<file path="src/rtl/alu_writeback_if.sv">
// Handshake bundle between the ALU, the writeback buffer and the register file.
// The slave modport is the writeback block's view; master is the driver's view.
interface alu_writeback_if;
    logic        in_valid;
    logic        in_ready;
    logic [15:0] alu_y;
    logic        alu_c;
    logic        alu_n;
    logic        alu_z;
    logic [2:0]  dest;
    logic        flag_we;
    logic        out_valid;
    logic        out_ready;
    logic [15:0] out_y;
    logic [2:0]  out_dest;
    logic [2:0]  status;
    logic [2:0]  cond_sel;
    logic        cond_true;

    modport slave (
        input  in_valid, alu_y, alu_c, alu_n, alu_z, dest, flag_we, out_ready, cond_sel,
        output in_ready, out_valid, out_y, out_dest, status, cond_true
    );

    modport master (
        output in_valid, alu_y, alu_c, alu_n, alu_z, dest, flag_we, out_ready, cond_sel,
        input  in_ready, out_valid, out_y, out_dest, status, cond_true
    );
endinterface

</file>
<file path="src/rtl/alu_writeback.sv">
// ALU result writeback buffer with status flags and branch-condition decode.
// Define WB_SKID_BUFFER_EN for a two-entry skid buffer with a registered in_ready.
module alu_writeback (
    input logic          clk,
    input logic          reset,
    alu_writeback_if.slave wb
);

    logic        in_ready;
    logic        accept;
    logic        drain;

    logic        out_valid_q, out_valid_d;
    logic [15:0] out_y_q, out_y_d;
    logic [2:0]  out_dest_q, out_dest_d;
    logic [2:0]  status_q, status_d;

    assign accept = wb.in_valid && in_ready;
    assign drain  = out_valid_q && wb.out_ready;

`ifdef WB_SKID_BUFFER_EN
    logic        skid_valid_q, skid_valid_d;
    logic [15:0] skid_y_q, skid_y_d;
    logic [2:0]  skid_dest_q, skid_dest_d;
    logic        in_ready_q;

    assign in_ready = in_ready_q;

    // Skid is only ever occupied while the output entry is full.
    always_comb begin
        out_valid_d  = out_valid_q;
        out_y_d      = out_y_q;
        out_dest_d   = out_dest_q;
        skid_valid_d = skid_valid_q;
        skid_y_d     = skid_y_q;
        skid_dest_d  = skid_dest_q;
        if (!out_valid_q || drain) begin
            if (skid_valid_q) begin
                out_valid_d  = 1'b1;
                out_y_d      = skid_y_q;
                out_dest_d   = skid_dest_q;
                skid_valid_d = 1'b0;
            end else if (accept) begin
                out_valid_d = 1'b1;
                out_y_d     = wb.alu_y;
                out_dest_d  = wb.dest;
            end else begin
                out_valid_d = 1'b0;
            end
        end else if (accept) begin
            skid_valid_d = 1'b1;
            skid_y_d     = wb.alu_y;
            skid_dest_d  = wb.dest;
        end
    end

    always_ff @(posedge clk) begin
        if (reset) begin
            skid_valid_q <= 1'b0;
            skid_y_q     <= 16'h0000;
            skid_dest_q  <= 3'b000;
            in_ready_q   <= 1'b1;
        end else begin
            skid_valid_q <= skid_valid_d;
            skid_y_q     <= skid_y_d;
            skid_dest_q  <= skid_dest_d;
            in_ready_q   <= !skid_valid_d;
        end
    end
`else
    assign in_ready = !out_valid_q || wb.out_ready;

    always_comb begin
        out_valid_d = out_valid_q;
        out_y_d     = out_y_q;
        out_dest_d  = out_dest_q;
        if (accept) begin
            out_valid_d = 1'b1;
            out_y_d     = wb.alu_y;
            out_dest_d  = wb.dest;
        end else if (drain) begin
            out_valid_d = 1'b0;
        end
    end
`endif

    // Flags follow acceptance only; drain timing never affects them.
    always_comb begin
        status_d = status_q;
        if (accept && wb.flag_we) begin
            status_d = {wb.alu_c, wb.alu_n, wb.alu_z};
        end
    end

    always_ff @(posedge clk) begin
        if (reset) begin
            out_valid_q <= 1'b0;
            out_y_q     <= 16'h0000;
            out_dest_q  <= 3'b000;
            status_q    <= 3'b000;
        end else begin
            out_valid_q <= out_valid_d;
            out_y_q     <= out_y_d;
            out_dest_q  <= out_dest_d;
            status_q    <= status_d;
        end
    end

    always_comb begin
        wb.cond_true = 1'b0;
        case (wb.cond_sel)
            3'b000:  wb.cond_true = 1'b1;
            3'b001:  wb.cond_true = status_q[0];
            3'b010:  wb.cond_true = !status_q[0];
            3'b011:  wb.cond_true = status_q[2];
            3'b100:  wb.cond_true = !status_q[2];
            3'b101:  wb.cond_true = status_q[1];
            3'b110:  wb.cond_true = !status_q[1];
            default: wb.cond_true = 1'b0;
        endcase
    end

    assign wb.in_ready  = in_ready;
    assign wb.out_valid = out_valid_q;
    assign wb.out_y     = out_y_q;
    assign wb.out_dest  = out_dest_q;
    assign wb.status    = status_q;

endmodule

</file>
<file path="src/flat_wrapper.sv">
// flat-port wrapper written by rule: the top's interface ports become plain ports
module alu_writeback_flat 
  (clk, reset, wb_in_valid, wb_alu_y, wb_alu_c, wb_alu_n, wb_alu_z, wb_dest, wb_flag_we, wb_out_ready, wb_cond_sel, wb_in_ready, wb_out_valid, wb_out_y, wb_out_dest, wb_status, wb_cond_true);
  alu_writeback_if wb_i ();
  input logic clk;
  input logic reset;
  input wire logic [$bits(wb_i.in_valid)-1:0] wb_in_valid;
  input wire logic [$bits(wb_i.alu_y)-1:0] wb_alu_y;
  input wire logic [$bits(wb_i.alu_c)-1:0] wb_alu_c;
  input wire logic [$bits(wb_i.alu_n)-1:0] wb_alu_n;
  input wire logic [$bits(wb_i.alu_z)-1:0] wb_alu_z;
  input wire logic [$bits(wb_i.dest)-1:0] wb_dest;
  input wire logic [$bits(wb_i.flag_we)-1:0] wb_flag_we;
  input wire logic [$bits(wb_i.out_ready)-1:0] wb_out_ready;
  input wire logic [$bits(wb_i.cond_sel)-1:0] wb_cond_sel;
  output wire logic [$bits(wb_i.in_ready)-1:0] wb_in_ready;
  output wire logic [$bits(wb_i.out_valid)-1:0] wb_out_valid;
  output wire logic [$bits(wb_i.out_y)-1:0] wb_out_y;
  output wire logic [$bits(wb_i.out_dest)-1:0] wb_out_dest;
  output wire logic [$bits(wb_i.status)-1:0] wb_status;
  output wire logic [$bits(wb_i.cond_true)-1:0] wb_cond_true;
  assign wb_i.in_valid = wb_in_valid;
  assign wb_i.alu_y = wb_alu_y;
  assign wb_i.alu_c = wb_alu_c;
  assign wb_i.alu_n = wb_alu_n;
  assign wb_i.alu_z = wb_alu_z;
  assign wb_i.dest = wb_dest;
  assign wb_i.flag_we = wb_flag_we;
  assign wb_i.out_ready = wb_out_ready;
  assign wb_i.cond_sel = wb_cond_sel;
  assign wb_in_ready = wb_i.in_ready;
  assign wb_out_valid = wb_i.out_valid;
  assign wb_out_y = wb_i.out_y;
  assign wb_out_dest = wb_i.out_dest;
  assign wb_status = wb_i.status;
  assign wb_cond_true = wb_i.cond_true;
  alu_writeback u_core (.clk(clk), .reset(reset), .wb(wb_i));
endmodule
</file>
<file path="config.mk">
export PLATFORM = sky130hd
export DESIGN_NAME = alu_writeback_flat
export DESIGN_NICKNAME = d
export VERILOG_FILES = /design/src/rtl/alu_writeback_if.sv /design/src/rtl/alu_writeback.sv /design/src/flat_wrapper.sv
export SDC_FILE = /design/constraint.sdc
export NUM_CORES = 1
export LEC_CHECK = 0
export CAP_MARGIN = 15
export CORE_UTILIZATION = 37
export CTS_CLUSTER_SIZE = 40
export DETAILED_ROUTE_END_ITERATION = 7
export PLACE_DENSITY = 0.88
export REMOVE_ABC_BUFFERS = 1
export SLEW_MARGIN = 5
export SYNTH_ARGS = -nofsm -noshare
export SYNTH_HDL_FRONTEND = slang
export SYNTH_SLANG_ARGS = --single-unit
</file>
<file path="constraint.sdc">
create_clock -name clk -period 1.5 [get_ports clk]
set_input_delay 0.15 -clock clk [delete_from_list [all_inputs] [get_ports clk]]
set_output_delay 0.15 -clock clk [all_outputs]
set_load 0.03 [all_outputs]
</file>
==> impl_metrics.yaml <==
power:
  ir_worst_vdd_v: 0.000669
  power.leakage_uw: 0.000889
  power_uw: 1310
  power.density_mw_per_mm2: 803
sta:
  tightestPinTransition_ns: 0.340
  worst_slack_ns: -0.116
  rsz0062_at_grt: "yes"
  fin_crit_sh: 1.08
  timing.slew.headroom: 0.773
  slew_violations: 0
  max_freq_mhz: 619
  finalCriticalPeriod_ns: 1.62
  setup_violations: 1
  hold_violations: 0
  setup_tns_ns: -0.116
  fin_skew_ns: 0.00558
detailed_routing:
  drt_wl_total_um: 2860
  drtIter0Drc: 17
  drtPass1Iterations: 4
  avgViaCountPerCell: 5.43
  ant_nets: 0
  via_count: 1076
  wl_per_cell_um: 14.5
  drc_errors: 0
status:
  violations: "negative setup slack"
  status: "finished with violations"
finish:
  area_growth_syn_to_layout_pct: 72.5
  drive_gt1_frac: 0.135
  diodes: 0
  nets: 201
synth:
  syn_area_um2: 945
  ys_seq_elements: 23
  async_reset_ff_frac: 0
  synth-edff-count: 0
  synth_cell_types: 20
  synth_cells: 113
  synth_ff_type: "dfxtp_1"
  synth-seq-area-share: 0.487
  yosys_warnings: 0
  syn_avg_cell_area_um2: 8.36
critical_path:
  crit_buf_inv: 1
  critPathKind: "flip-flop to output port"
  cp_cell_sequence: "nor2b_1 -> a221o_2 -> a21oi_2 -> buf_6"
  crit_path_top_delay_cell: "dfxtp_2"
  cp.required_ns: 1.35
  critPathArrivalTime_ns: 1.47
  cp-end-kind: "output port"
  start_kind: "flip-flop"
  max_stage_delay_ns: 0.36
  crit_family: "compound AO/OA/AOI/OAI gates"
  cp_max_fo: 4
clocking:
  insertion_delay_ns: 0.31
  cts_hold_buf: 0
  clockRootBuffer: "clkbuf_4"
  cts_made_buffers: 3
  htree_levels: 1
  cts_sinks: 23
  clockBufferDepth: 2
  clk_pin_slew_ns: 0.12
  cts_tree: "yes"
floorplan:
  die_y_um: 52.5
  start_util: 0.407
  fp.dieW_um: 52.5
  io_pins: 55
  row_count: 17
  coreArea_mm2: 0.00232
  die_area_mm2: 0.00276
global_routing:
  antenna_found_initial: 0
  grt.overflow.total: 0
  grt_max_degree: 24
  grt_pass1_vias: 1081
  grt_use_total: 0.222
  grt_pass1_wl_um: 4490
placed_design:
  gp_congestion: 0.731
  dpl.hpwl_um: 2060
  io_buffers: 54
hold_path:
  hp-class: "primary input to flip-flop"
job:
  maxCapViolCount: 0
## layout make-up
type,count,area (µm²)
clock buffers,4,26.3
fillers,184,689
inverters,3,11.3
multi-input cells,77,448
flip-flops and latches,23,464
well taps,28,35.0
repair buffers,63,644
## worst paths after layout
kind                  startpoint                     to  slack, ns  cells past startpoint
max reg2reg  u_core.wb.out_valid    u_core.wb.status[0]       0.44                      4
min reg2reg   u_core.wb.out_y[0]     u_core.wb.out_y[0]       0.49                      2
min                   wb_dest[0]  u_core.wb.out_dest[0]       0.39                      3
max          u_core.wb.status[2]           wb_cond_true      -0.12                      4
## tightest hold or removal path, cell delays in order
cell and delay [ns]:
clkdlybuf4s50_1 0.40, nand3_1 0.06, a21oi_1 0.05
## timing repair
action	CTS	global route
resized for setup	10	22
pin swaps	1	0
endpoints found under the setup margin	5	19
buffers inserted	1	0
## placed cells by master (no fill, tap or decap), drive strengths merged
cell type / instances
nand3: 19
or4b: 1
a21oi: 24
clkdlybuf4s50: 28
nand3b: 1
dfxtp: 23
nand2: 2
nand4: 3
nor2b: 3
dlygate4sd2: 6
o31ai: 3
o21ai: 19
a221o: 1
inv: 3
clkbuf: 4
dlymetal6s2s: 18
o311ai: 1
buf: 11
## metrics by stage
stage | hold WS [ns] | utilization | setup WS [ns] | std cells | area [µm²]
2_1_floorplan | 0.219 | - | -0.167 | 103 | 895
3_3_place_gp | 0.459 | 0.658 | -0.101 | 193 | 1530
3_5_place_dp | 0.469 | 0.658 | -0.188 | 193 | 1530
4_1_cts | 0.389 | 0.675 | -0.129 | 198 | 1570
5_1_grt | 0.393 | 0.703 | -0.168 | 198 | 1630
6_report | 0.390 | 0.703 | -0.116 | 198 | 1630
## registers in the layout, summed over array words and instances, names as in the netlist
name / count
u_core.wb.out_y: 16
u_core.wb.status: 3
u_core.wb.out_valid: 1
u_core.wb.out_dest: 3
## synthesized netlist by cell type (2+ instances only)
cell      count  area share
buf_4         2       0.016
nand2_1       2      0.0079
nand4_1       3       0.020
nor2b_1       2       0.013
buf_2         3       0.016
o31ai_1       3       0.024
inv_1         2      0.0079
clkbuf_1      4       0.016
dfxtp_1      23        0.49
o21ai_0      14       0.074
nand3_1      19        0.10
o21ai_1       5       0.026
a21oi_1      24        0.13
## metal layers
layer	part of all wire	GRT usage	vias up
li1	-	-	526
met3	0.062	0.0638	4
met2	0.52	0.403	40
met1	0.40	0.233	506
met4	0.015	0.0965	0
met5	0	0	-
## where the power goes
group	total, µW	switching (µW)	internal (µW)	leakage (µW)
Combinational	362	189	173	0.000684
Sequential	663	16.8	647	0.000191
Clock	283	179	104	0.0000150
## cell families after synthesis
group                  share of synthesized area
AND/OR/NAND/NOR                            0.175
buffers and inverters                     0.0649
AO/OA/AOI/OAI                              0.273
flip-flops                                 0.487
(Power assumes the default switching activity.)
